File: src/rtl/instr_encoder.sv
// Instruction encoder: packs decoded field bundles into 16-bit instruction
// words and hands them, with their byte addresses, to an instruction memory
// writer through a one-deep valid/ready output register.
module instr_encoder #(
  parameter logic [15:0] BASE_ADDR    = 16'h0000,
  parameter bit          STOP_ON_HALT = 1'b1
) (
  input  logic        clk,
  input  logic        rst,
  input  logic        in_valid,
  output logic        in_ready,
  input  logic [4:0]  opcode,
  input  logic [2:0]  rs,
  input  logic [2:0]  rt,
  input  logic [2:0]  rd,
  input  logic [10:0] imm,
  input  logic [1:0]  funct,
  output logic        out_valid,
  input  logic        out_ready,
  output logic [15:0] out_data,
  output logic [15:0] out_addr,
  output logic [15:0] instr_count,
  output logic        err_illegal,
  output logic        done
);

  typedef enum logic [1:0] {RUN, HALTWAIT, DONE} state_e;

  localparam logic [4:0] OP_HALT = 5'b00000;

  state_e      state_q, state_d;
  logic        out_valid_q, out_valid_d;
  logic [15:0] out_data_q, out_data_d;
  logic [15:0] addr_q, addr_d;
  logic [15:0] count_q, count_d;
  logic        err_q, err_d;

  logic [15:0] enc_word;
  logic        illegal;
  logic        accept;
  logic        emit;

  // Format selection: map the opcode onto its field packing.
  always_comb begin
    enc_word = '0;
    illegal  = 1'b0;
    case (opcode)
      5'b00000, 5'b00001:
        enc_word = {opcode, 11'b0};
      5'b00010, 5'b00011:
        illegal = 1'b1;
      5'b00100, 5'b00110:
        enc_word = {opcode, imm};
      5'b01000, 5'b01001, 5'b01010, 5'b01011,
      5'b10100, 5'b10101, 5'b10110, 5'b10111,
      5'b10000, 5'b10001, 5'b10011:
        enc_word = {opcode, rs, rd, imm[4:0]};
      5'b11000, 5'b10010, 5'b00101, 5'b00111,
      5'b01100, 5'b01101, 5'b01110, 5'b01111:
        enc_word = {opcode, rs, imm[7:0]};
      5'b11001:
        enc_word = {opcode, rs, 3'b000, rd, 2'b00};
      default:
        enc_word = {opcode, rs, rt, rd, funct};
    endcase
  end

  // FSM outputs: the input side is open only while running and the output
  // register is empty or draining this cycle.
  always_comb begin
    in_ready = (state_q == RUN) && (!out_valid_q || out_ready);
    done     = (state_q == DONE);
  end

  assign accept = in_valid && in_ready;
  assign emit   = out_valid_q && out_ready;

  // FSM next state: a HALT parks the encoder until its word is consumed.
  always_comb begin
    state_d = state_q;
    case (state_q)
      RUN:      if (accept && (opcode == OP_HALT) && STOP_ON_HALT) state_d = HALTWAIT;
      HALTWAIT: if (emit) state_d = DONE;
      DONE:     state_d = DONE;
      default:  state_d = RUN;
    endcase
  end

  // FSM state register.
  always_ff @(posedge clk) begin
    if (rst) state_q <= RUN;
    else     state_q <= state_d;
  end

  // Datapath next state: capture on accept, drain on emit; both may occur in
  // the same cycle, in which case the captured word replaces the drained one.
  always_comb begin
    out_valid_d = out_valid_q;
    out_data_d  = out_data_q;
    addr_d      = addr_q;
    count_d     = count_q;
    err_d       = err_q;
    if (emit) begin
      out_valid_d = 1'b0;
      addr_d      = addr_q + 16'd2;
      if (count_q != '1) count_d = count_q + 16'd1;
    end
    if (accept) begin
      if (illegal) begin
        err_d = 1'b1;
      end else begin
        out_valid_d = 1'b1;
        out_data_d  = enc_word;
      end
    end
  end

  // Datapath registers.
  always_ff @(posedge clk) begin
    if (rst) begin
      out_valid_q <= 1'b0;
      out_data_q  <= '0;
      addr_q      <= BASE_ADDR;
      count_q     <= '0;
      err_q       <= 1'b0;
    end else begin
      out_valid_q <= out_valid_d;
      out_data_q  <= out_data_d;
      addr_q      <= addr_d;
      count_q     <= count_d;
      err_q       <= err_d;
    end
  end

  assign out_valid   = out_valid_q;
  assign out_data    = out_data_q;
  assign out_addr    = addr_q;
  assign instr_count = count_q;
  assign err_illegal = err_q;

endmodule

File: config.mk
export PLATFORM = sky130hd
export DESIGN_NAME = instr_encoder
export DESIGN_NICKNAME = d
export VERILOG_FILES = /design/src/rtl/instr_encoder.sv
export SDC_FILE = /design/constraint.sdc
export NUM_CORES = 1
export LEC_CHECK = 0
export CORE_MARGIN = 4
export CORE_UTILIZATION = 28
export CTS_CLUSTER_SIZE = 25
export DETAILED_ROUTE_END_ITERATION = 16
export PLACE_DENSITY = 0.64
export SKIP_LAST_GASP = 1
export SYNTH_ARGS = -nofsm -noshare
export SYNTH_HDL_FRONTEND = slang
export SYNTH_SLANG_ARGS = --single-unit
File: constraint.sdc
create_clock -name clk -period 2.44 [get_ports clk]
set_input_delay 0.366 -clock clk [delete_from_list [all_inputs] [get_ports clk]]
set_output_delay 0.366 -clock clk [all_outputs]
set_load 0.005 [all_outputs]
==> out/results.ini <==
[route]
drc = 0
wl_per_cell_um = 13.7
viasPerCell = 5.04
drt_iter0_drc = 97
dr.pass1.iters = 4
totalWireLength_mm = 7.28
via_count = 2669
ant_nets = 0

[synthesis]
synth.cell_area_um2 = 2670
yosys.area.top_type = dfxtp_1
synth_seq_area_share_pct = 38.2
synthAdderAreaFrac_pct = 2.81
yosysWarnings = 0
synth_compound_area_share_pct = 19.4
synth_cell_types = 56
synth_commonest_cells = 51 x dfxtp_1, 34 x nor2_1, 30 x nand2_1
syn_inst = 319
synth_area_per_cell_um2 = 8.37
synth-async-reset-ratio_pct = 0
synth_most_common_cell = dfxtp_1
synth_top_family_by_area = simple AND/OR/NAND/NOR gates
synth_xor_area_share_pct = 3.61
ys_seq_elements = 51
ys.flop_type = dfxtp_1
synth-simple-area-share_pct = 27.7
synth-edff-count = 0
synthMuxAreaShare_pct = 2.81
synth_area_leaders = dfxtp_1 38%, nor2_1 4.8%, a21oi_1 4.3%
syn_nets = 356
yosys.area.top_type_share_pct = 38.2

[floorplan]
die_w_um = 106
rows = 35
start_util_pct = 28.8
io_pins = 83
die_area_um2 = 11200
core_area_um2 = 9280
die_height_um = 106

[power_and_ir_drop]
power_frac_comb_pct = 21.2
seq_power_share_pct = 50.2
ir_drop_v = 0.000257
p_switching_uw = 508
swShare_pct = 27.5
power_leakage_nw = 1.27
internal-power_mw = 1.34
cellPowerDensity_nw_per_um2 = 496
pwr-share-clk_pct = 28.5
power.total_mw = 1.84

[clocking]
cts_setup_buffers = 0
ctsResizeCount = 0
h-tree-depth = 2
clk_path_buf_depth = 2
cts.clk_slew.worst_paths_ps = 90
cts_made_buffers = 5
cts_tree = built
insertion_delay_ps = 310
root_buffer = clkbuf_8
hold_buffers = 0
clock_sinks = 51

[setup_path]
critPathArrivalTime_ps = 1750
reg2reg_slack_ps = 570
path_buf_inv = 2
r2r_start = instr_count[0]
crit_slowest_cell = clkdlybuf4s50_1
path_class = in2out
crit_family = buffers and inverters
cpPeakStageDelay_ps = 550
path_common_cell = clkdlybuf4s50_1
worst_r2r_path_depth = 5
cp_cell_sequence = clkdlybuf4s50_1 -> nand2b_1 -> and2_1 -> clkdlybuf4s50_1
cp.required_ps = 2070
cp_max_fo = 6
cp-start-kind = input port
critPathCaptureType = primary output
worstReg2RegEnd = instr_count[12]

[cells_and_area]
drive_gt1_share_pct = 7.48
diodes = 0
utilization_pct = 40.1
finalNonFillerCells = 530
area_growth_pct = 39.3
fin_nets = 437

[timing]
fmax_mhz = 472
worstMarginPinSlew_ps = 566
tns_ps = 0
fin_skew_ps = 11.5
fin_crit_sh_pct = 86.9
relSlewSlack_pct = 62.3
hold_violations = 0
period_minus_slack_ps = 2120
grt_setup_unrepaired = no
drv_slew = 0
setup_viol = 0

[placement]
numPlacedInstances = 522
gp_congestion = 0.837
dp_hpwl_mm = 5.49
io_buffers = 81

[grt]
grt_pass1_wl_mm = 11.9
grt_pass1_vias = 2587
gr-total-overflow = 0
antenna_found_initial = 0
grt_max_degree = 28
grt_use_total_pct = 12.7

[hold_path]
holdCritPathClass = reg2reg
hold_path.startpoint = err_illegal
worstHoldEndpoint = err_illegal
hold_depth = 1

[run_status]
outcome = finished, final reports clean

[run]
drv_cap = 0

[how the worst max path moves through the flow]
stage	cells past startpoint	startpoint	to	slack (ps)
floorplan	5	instr_count[0]	instr_count[14]	780
global placement	5	opcode[4]	out_data[6]	270
detailed placement	5	opcode[4]	out_data[7]	230
CTS	4	out_ready	in_ready	320
global route	4	out_ready	in_ready	230
finish	4	out_ready	in_ready	320
[placed cells by master, fill, tap and decap left out, types with 3 or more instances in the layout]
cell type,Yosys,routed
inv_1,12,12
a21oi_1,23,23
o31ai_1,7,7
or4_1,6,6
o21ai_0,13,13
a222oi_1,3,3
nor3_1,8,8
ha_1,6,6
a31oi_1,4,4
clkbuf_8,0,6
clkdlybuf4s50_1,0,81
nand4_1,8,8
a211oi_1,6,6
or4b_1,3,3
dfxtp_1,51,51
xor2_1,4,4
mux2_2,4,4
nand3_1,8,8
or3_1,4,4
mux2i_1,3,3
xnor2_1,7,7
nor2b_1,4,4
nand2_1,30,30
and2_1,8,8
nor2_1,34,34
nor4_1,5,5
and3_1,3,3
buf_4,2,10
o41ai_1,4,4
nand2b_1,3,3
[state kept, by name (all words and copies together) (netlist names)]
name	cells
instr_count	16
out_data	16
out_addr	15
state_q	2
err_illegal	1
out_valid	1
[power groups by stage]
stage / logic [mW] / clock network, mW / registers (mW)
2_1_floorplan: 0.179 / 0 / 0.941
3_3_place_gp: 0.387 / 0 / 0.946
3_5_place_dp: 0.393 / 0 / 0.944
4_1_cts: 0.396 / 0.551 / 0.927
5_1_grt: 0.434 / 0.585 / 0.935
6_report: 0.392 / 0.526 / 0.927
[logic make-up after synthesis]
kind of cell,count (synthesis)
AOI/OAI and AO/OA,78
xor gates and xnor gates,11
adders and majority gates,6
buffers and inverters,29
DFF,51
muxes,7
other,1
and+or+nand+nor,136
[final cells by class]
cell class | instances | area [um^2]
clock buffers | 6 | 82.6
clock inverters | 2 | 16.3
fillers | 978 | 5560
inverters | 12 | 45.0
multi-input cells | 239 | 1510
flip-flops and latches | 51 | 1020
well taps | 129 | 161
repair buffers | 91 | 886
[layer usage]
metal	global-route usage, %	vias to the layer above	routed length (um)
li1	-	1327	-
met4	3.42	0	78
met1	15.0	1245	3240
met2	22.2	87	3420
met3	4.10	10	540
met5	0	-	0
[metrics by stage]
stage | worst slack (ps) | hold slack [ps] | cell area [um^2]
after floorplan | 781 | 451 | 2670
after global placement | 275 | 445 | 3620
after detailed placement | 226 | 459 | 3620
after CTS | 316 | 482 | 3720
after global routing | 228 | 506 | 3720
final | 320 | 475 | 3720
No activity file was read; power rests on OpenSTA's default activity.
